$ cat src/rtl/instr_fetch_unit_pkg.sv
// Shared fetch-path definitions: data widths, PC step, canonical NOP and PC helpers.
package instr_fetch_unit_pkg;

  localparam int unsigned XLEN = 32;
  localparam int unsigned ILEN = 32;

  typedef logic [XLEN-1:0] pc_t;
  typedef logic [ILEN-1:0] instr_t;

  localparam pc_t    PC_STEP   = 32'd4;
  localparam instr_t NOP_INSTR = 32'h0000_0013;

  // Instructions are word aligned; low target bits from execute are don't-care.
  function automatic pc_t align_pc(pc_t pc);
    return {pc[XLEN-1:2], 2'b00};
  endfunction

endpackage

$ cat src/rtl/instr_fetch_unit_if.sv
// Fetch-unit bus bundle: instruction-memory port, redirect input and decode handshake.
interface instr_fetch_unit_if;
  import instr_fetch_unit_pkg::*;

  pc_t    imem_addr;
  instr_t imem_rdata;
  logic   redirect_valid;
  pc_t    redirect_pc;
  logic   if_valid;
  logic   if_ready;
  pc_t    if_pc;
  instr_t if_instr;

  modport master (
    output imem_addr,
    input  imem_rdata,
    input  redirect_valid,
    input  redirect_pc,
    output if_valid,
    input  if_ready,
    output if_pc,
    output if_instr
  );

  modport slave (
    input  imem_addr,
    output imem_rdata,
    output redirect_valid,
    output redirect_pc,
    input  if_valid,
    output if_ready,
    input  if_pc,
    input  if_instr
  );

endinterface

$ cat src/rtl/instr_fetch_unit.sv
// Instruction fetch initiator over a 1-cycle synchronous memory with replay-based stall
// handling. Optional perf counters enabled by defining IFU_PERF_CNT_EN.
module instr_fetch_unit
  import instr_fetch_unit_pkg::*;
#(
  parameter pc_t RESET_PC = 32'h0000_0000
) (
  input  logic                       clk,
  input  logic                       rst_n,
`ifdef IFU_PERF_CNT_EN
  output logic [31:0]                perf_fetch_cnt,
  output logic [31:0]                perf_stall_cnt,
`endif
  instr_fetch_unit_if.master         bus
);

  pc_t  nxt_pc_q;
  pc_t  rsp_pc_q;
  logic rsp_v_q;
  pc_t  fetch_addr;

  logic [1:0] unused_redirect_lsb;
  assign unused_redirect_lsb = bus.redirect_pc[1:0];

  // On a stall the same word is re-read so imem_rdata keeps presenting the held instruction.
  always_comb begin
    if (!rst_n) begin
      fetch_addr = RESET_PC;
    end else if (bus.redirect_valid) begin
      fetch_addr = align_pc(bus.redirect_pc);
    end else if (rsp_v_q && !bus.if_ready) begin
      fetch_addr = rsp_pc_q;
    end else begin
      fetch_addr = nxt_pc_q;
    end
  end

  always_ff @(posedge clk or negedge rst_n) begin
    if (!rst_n) begin
      rsp_v_q  <= 1'b0;
      rsp_pc_q <= RESET_PC;
      nxt_pc_q <= RESET_PC;
    end else begin
      rsp_v_q  <= 1'b1;
      rsp_pc_q <= fetch_addr;
      nxt_pc_q <= fetch_addr + PC_STEP;
    end
  end

  assign bus.imem_addr = fetch_addr;
  assign bus.if_valid  = rsp_v_q & ~bus.redirect_valid;
  assign bus.if_pc     = rsp_pc_q;
  assign bus.if_instr  = bus.imem_rdata;

`ifdef IFU_PERF_CNT_EN
  logic [31:0] fetch_cnt_q;
  logic [31:0] stall_cnt_q;

  always_ff @(posedge clk or negedge rst_n) begin
    if (!rst_n) begin
      fetch_cnt_q <= '0;
      stall_cnt_q <= '0;
    end else begin
      if (bus.if_valid && bus.if_ready) begin
        fetch_cnt_q <= fetch_cnt_q + 32'd1;
      end
      if (bus.if_valid && !bus.if_ready) begin
        stall_cnt_q <= stall_cnt_q + 32'd1;
      end
    end
  end

  assign perf_fetch_cnt = fetch_cnt_q;
  assign perf_stall_cnt = stall_cnt_q;
`endif

endmodule

$ cat src/flat_wrapper.sv
// flat-port wrapper written by rule: the top's interface ports become plain ports
module instr_fetch_unit_flat import instr_fetch_unit_pkg::*;
#(
  parameter pc_t RESET_PC = 32'h0000_0000
)
  (clk, rst_n, bus_imem_addr, bus_imem_rdata, bus_redirect_valid, bus_redirect_pc, bus_if_valid, bus_if_ready, bus_if_pc, bus_if_instr);
  instr_fetch_unit_if bus_i ();
  input  logic clk;
  input  logic rst_n;
  output wire logic [$bits(bus_i.imem_addr)-1:0] bus_imem_addr;
  input wire logic [$bits(bus_i.imem_rdata)-1:0] bus_imem_rdata;
  input wire logic [$bits(bus_i.redirect_valid)-1:0] bus_redirect_valid;
  input wire logic [$bits(bus_i.redirect_pc)-1:0] bus_redirect_pc;
  output wire logic [$bits(bus_i.if_valid)-1:0] bus_if_valid;
  input wire logic [$bits(bus_i.if_ready)-1:0] bus_if_ready;
  output wire logic [$bits(bus_i.if_pc)-1:0] bus_if_pc;
  output wire logic [$bits(bus_i.if_instr)-1:0] bus_if_instr;
  assign bus_imem_addr = bus_i.imem_addr;
  assign bus_i.imem_rdata = bus_imem_rdata;
  assign bus_i.redirect_valid = bus_redirect_valid;
  assign bus_i.redirect_pc = bus_redirect_pc;
  assign bus_if_valid = bus_i.if_valid;
  assign bus_i.if_ready = bus_if_ready;
  assign bus_if_pc = bus_i.if_pc;
  assign bus_if_instr = bus_i.if_instr;
  instr_fetch_unit #(.RESET_PC(RESET_PC)) u_core (.clk(clk), .rst_n(rst_n), .bus(bus_i));
endmodule
$ cat config.mk
export PLATFORM = sky130hd
export DESIGN_NAME = instr_fetch_unit_flat
export DESIGN_NICKNAME = d
export VERILOG_FILES = /design/src/rtl/instr_fetch_unit_pkg.sv /design/src/rtl/instr_fetch_unit_if.sv /design/src/rtl/instr_fetch_unit.sv /design/src/flat_wrapper.sv
export SDC_FILE = /design/constraint.sdc
export NUM_CORES = 1
export LEC_CHECK = 0
export CAP_MARGIN = 20
export CORE_MARGIN = 3
export CORE_UTILIZATION = 39
export DETAILED_ROUTE_END_ITERATION = 6
export PLACE_DENSITY = 0.78
export SLEW_MARGIN = 5
export SYNTH_ARGS = -nofsm -noshare
export SYNTH_HDL_FRONTEND = slang
export SYNTH_SLANG_ARGS = --single-unit
$ cat constraint.sdc
create_clock -name clk -period 2.6 [get_ports clk]
set_input_delay 0.52 -clock clk [delete_from_list [all_inputs] [get_ports clk]]
set_output_delay 0.52 -clock clk [all_outputs]
set_load 0.05 [all_outputs]
**Yosys cells after proc, flatten, opt, wreduce, memory -nomap -nowiden**

Cells that the tools add are included.

- Register bits after elaboration: 65
- Bits of input ports: 68
- Word-level logic and storage cells: 11

- Add/sub/neg operators: 1
- Muxes and demuxes: 3
- Bitwise gates (word level): 2
- Reductions and logical operators: 2

Operators by type and width:

| operator | number |
|---|---|
| 32-bit 2-to-1 mux | 3 |
| 32-bit by 3-bit adder with 32-bit output (second input constant) | 1 |
| 1-bit bitwise AND | 1 |
| 1-bit logical AND | 1 |
| 1-bit zero test | 1 |
| 1-bit NOT | 1 |

**Longest topological paths before layout**

Gate-level depths: netlist of the first run.

- Depth in word-level cells: 6
- Gate-level depth with buffers: 13
- Depth with buffers taken out: 9

**Worst setup path after synthesis of the first run**

Ideal clock, no wire load.

- Path kind: input-to-reg
- Start point: input bus_redirect_valid
- End point: register u_core.nxt_pc_q[24]
- Library setup time: 0.178 ns
- Data arrival time: 4.019 ns
- Data required time: 2.422 ns
- Slack: -1.596 ns
- Stages on the path: 11
- Cells stage by stage: buf_2 > inv_2 > buf_2 > buf_1 > buf_1 > nor2_1 > a311oi_1 > ha_1 > o2111ai_4 > nor4_2 > xor2_1

- Word-level cells in the longest chain between the ends: 3

Ends and longest elaborated chain:

| element | RTL line | text |
|---|---|---|
| from (decl) | flat_wrapper.sv:12 | `input wire logic [$bits(bus_i.redirect_valid)-1:0] bus_redirect_valid;` |
| 32-bit 2-to-1 mux | instr_fetch_unit.sv:29 | `end else if (bus.redirect_valid) begin` |
| 32-bit 2-to-1 mux | instr_fetch_unit.sv:27 | `if (!rst_n) begin` |
| via bus_imem_addr[3] | flat_wrapper.sv:10 | `output wire logic [$bits(bus_i.imem_addr)-1:0] bus_imem_addr;` |
| 32-bit by 3-bit adder with 32-bit output | instr_fetch_unit.sv:46 | `nxt_pc_q <= fetch_addr + PC_STEP;` |
| to (signal assigned) | instr_fetch_unit.sv:46 |  |
| to (decl) | instr_fetch_unit.sv:17 | `pc_t nxt_pc_q;` |

The timed path passes the listed nets, and every way through them passes these cells.

**Final worst setup path of the first run**

- Start point: register u_core.rsp_v_q
- End point: output bus_imem_addr[27]

- Word-level cells in the longest chain between the ends: 4

Ends and longest elaborated chain:

| element | RTL line | text |
|---|---|---|
| from (decl) | instr_fetch_unit.sv:19 | `logic rsp_v_q;` |
| from (signal assigned) | instr_fetch_unit.sv:40 | `rsp_v_q <= 1'b0;` |
| from (signal assigned) | instr_fetch_unit.sv:44 | `rsp_v_q <= 1'b1;` |
| 1-bit logical AND | instr_fetch_unit.sv:31 | `end else if (rsp_v_q && !bus.if_ready) begin` |
| 32-bit 2-to-1 mux | instr_fetch_unit.sv:31 |  |
| 32-bit 2-to-1 mux | instr_fetch_unit.sv:29 |  |
| 32-bit 2-to-1 mux | instr_fetch_unit.sv:27 |  |
| to (decl) | flat_wrapper.sv:10 |  |

Every way passes these cells.

==> results of run 1 <==
==> worst max path at each step <==
| stage | start | to | slack (ns) | cells after the start |
|---|---|---|---|---|
| 6_report | u_core.rsp_v_q | bus_imem_addr[27] | 0.07 | 6 |
| 3_5_place_dp | bus_if_ready | u_core.nxt_pc_q[31] | -0.46 | 8 |
| 5_1_grt | u_core.rsp_v_q | bus_imem_addr[4] | 0.002 | 7 |
| 3_3_place_gp | bus_if_ready | u_core.nxt_pc_q[31] | -0.38 | 8 |
| 4_1_cts | bus_if_ready | bus_imem_addr[20] | 0.009 | 8 |
| 2_1_floorplan | bus_if_ready | u_core.nxt_pc_q[30] | -0.33 | 11 |
==> sequential cells by signal, indices dropped and copies added, names as in the netlist <==
| name | cells |
|---|---|
| u_core.rsp_v_q | 1 |
| u_core.nxt_pc_q | 32 |
| u_core.bus.if_pc | 30 |
==> routing by layer <==
layer / up-vias / GRT usage (%) / part of all wire (%)
li1: 1656 / - / -
met1: 1836 / 27.9 / 39
met2: 227 / 38.6 / 49
met3: 74 / 5.13 / 7.6
met4: 0 / 11.8 / 4.7
met5: - / 0 / 0
==> worst max-delay path, cell delays in order, from the launching register on <==
cell      delay, ns
dfrtp_2        0.40
nor2b_4        0.18
buf_4          0.14
mux2_2         0.35
o211ai_1       0.27
inv_1          0.10
buf_4          0.20
==> power groups by stage <==
stage               Clock [mW]  Sequential (mW)  Combinational [mW]
finish                   0.768             1.10               0.946
global route             0.817             1.10               0.991
CTS                      0.767             1.09               0.941
detailed placement           0             1.11               0.926
global placement             0             1.11               0.910
floorplan                    0             1.21               0.497
==> per-stage QoR <==
stage / setup slack, ns / std cells
floorplan: -0.333 / 393
global placement: -0.383 / 642
detailed placement: -0.465 / 642
CTS: 0.00913 / 660
global route: 0.00235 / 662
finish: 0.0741 / 662
==> synthesized netlist by cell type, drive strengths merged (2+ instances only) <==
library cell	number	area [µm²]
dfrtp	63	1580
buf	54	368
nand2	51	191
xor2	20	175
nand3	19	100
nor2	19	71.3
o21ai	16	98.9
nor3	12	76.3
nor4	12	138
nand4	11	114
a31oi	10	68.8
and3	9	56.3
inv	9	33.8
a311oi	8	70.1
nand2b	8	50.1
xnor2	8	70.1
a21oi	7	35.0
clkbuf	4	15.0
mux2i	4	40.0
o211ai	4	30.0
o311ai	4	35.0
a211oi	3	32.5
a21o	3	22.5
and4b	3	30.0
nor4bb	3	30.0
and4	2	17.5
mux2	2	22.5
nand4b	2	17.5
nor2b	2	20.0
nor4b	2	23.8
o211a	2	20.0
o31a	2	17.5
or3	2	12.5
or4b	2	20.0
==> cell families (layout without fill, tap and decap cells) <==
group	count (synthesis)	after routing	share of synthesized area, %
AOI/OAI and AO/OA	65	65	13.1
xor gates and xnor gates	28	28	6.42
adders and majority gates	1	1	0.328
buffers and inverters	67	207	10.9
DFF	63	63	41.3
muxes	6	6	1.64
other	1	1	0.0982
and+or+nand+nor	162	162	26.2
==> final cells by class <==
cell class              count  area [µm²]  area share, %
inverters                   9        33.8          0.573
clock inverters             1        5.00         0.0849
repair buffers            184        1960           33.3
flip-flops and latches     63        1580           26.8
well taps                 129         161           2.74
clock buffers              13         159           2.70
multi-input cells         263        2000           33.9
==> repair_timing <==
action / 4_1_cts / 5_1_grt
buffers inserted: 4 / 2
gates resized for setup: 8 / 5
setup endpoints to repair: 36 / 7
pin swaps: 1 / 4
==> flow_metrics.py, run 1 <==
metrics = {
    "cts": {
        "clk_latency_ns": 0.36,
        "cts_buffers": 9,
        "holdBufCountCts": 0,
        "cts_sinks": 63,
        "cts_tree": "yes",
        "clk_pin_slew_ns": 0.07,
        "htree_levels": 3,
        "clockRootBuffer": "clkbuf_8",
        "cts_buffer_depth": 2,
    },
    "power": {
        "seqPwrFrac_pct": 39.0,
        "p_switching_mw": 0.968,
        "power_frac_comb_pct": 33.7,
        "swShare_pct": 34.4,
        "power_mw": 2.81,
        "leakagePower_nw": 2.60,
        "power_density_nw_per_um2": 477,
        "p_int_mw": 1.84,
        "vdd_ir_drop_max_uv": 232,
        "clkPwrFrac_pct": 27.3,
    },
    "placed_design": {
        "place_area_um2": 5650,
        "dp_hpwl_um": 9140,
        "globalplace.congestion": 0.914,
        "portBuffers": 98,
    },
    "sta": {
        "finalCritPeriodShare_pct": 97.1,
        "max_freq_mhz": 396,
        "tightest_slew_ns": 0.534,
        "finalCriticalPeriod_ns": 2.53,
        "setup_tns_ns": 0,
        "finalMaxSlewViolations": 0,
        "setup_viol": 0,
        "rsz0062_at_grt": "false",
        "hold_viol_final": 0,
        "holdWs_ns": 0.148,
        "skew_ns": 0.00996,
        "max-slew-margin-rel_pct": 64.3,
    },
    "synthesis": {
        "synth-seq-cells": 63,
        "synth_edf_count": 0,
        "synthArstFlopShare_pct": 100,
        "netlist_area_um2": 3820,
        "ys_seq_area_share_pct": 41.3,
        "ys_warn_count": 0,
        "syn_avg_cell_area_um2": 9.71,
        "syn_inst": 393,
        "ys.flop_type": "dfrtp_1",
        "ys_types": 63,
        "synth_fp_nets": 462,
    },
    "job": {
        "maxCapViolations": 0,
    },
    "routing": {
        "drt-initial-drc-count": 283,
        "avgRoutedWirePerCell_um": 18.8,
        "drt_wl_total_um": 12400,
        "vias": 3793,
        "antenna_left": 0,
        "vias_per_cell": 5.73,
        "firstDrtPassIters": 5,
        "drc": 0,
    },
    "cells_and_area": {
        "stdcell_area_um2": 5900,
        "nFillCells": 726,
        "layout_commonest_cell": "buf_4",
        "antenna_cells": 0,
        "utilization_pct": 62.9,
        "final_cell_mix": "buf_4, clkdlybuf4s50_1, dfrtp_1, nand2_1, buf_12",
        "synthToLayoutAreaGrowth_pct": 54.4,
        "drive_above_1_share_pct": 34.9,
        "layout.nets": 599,
    },
    "worst_setup_path": {
        "r2r-end": "u_core.nxt_pc_q[23]",
        "end_kind": "output port",
        "rrSetupSlack_ns": 0.11,
        "required_ns": 2.08,
        "reg2reg_from": "u_core.rsp_v_q",
        "path_class": "reg -> out",
        "arrival_ns": 2.01,
        "start_kind": "flop",
        "path_max_fanout": 3,
        "rr_worst_depth": 8,
    },
    "die": {
        "rows": 35,
        "core-area_um2": 9370,
        "start_util_pct": 40.7,
        "die_x_um": 105,
        "die_area_um2": 11000,
        "ios": 165,
        "die_y_um": 105,
    },
    "global_route": {
        "grt_pass1_wl_um": 20300,
        "grt_usage_pct": 23.1,
        "grt_pass1_vias": 4002,
        "grt_overflow_total": 0,
        "grt_start_max_net_pins": 41,
        "antenna_found_initial": 0,
    },
    "outcome": {
        "run_status": "finished clean",
    },
    "hold_path": {
        "hp-class": "in -> async",
    },
}
(Power assumes the default switching activity.)
==> run 2: changes to the inputs <==
--- a/config.mk
+++ b/config.mk
@@ -10,6 +10,7 @@
 export CORE_UTILIZATION = 39
 export DETAILED_ROUTE_END_ITERATION = 6
 export PLACE_DENSITY = 0.78
+export SKIP_LAST_GASP = 1
 export SLEW_MARGIN = 5
 export SYNTH_ARGS = -nofsm -noshare
 export SYNTH_HDL_FRONTEND = slang
==> results of run 2 <==
Same layout as run 1: the final DEF is identical, and so are final timing and power.
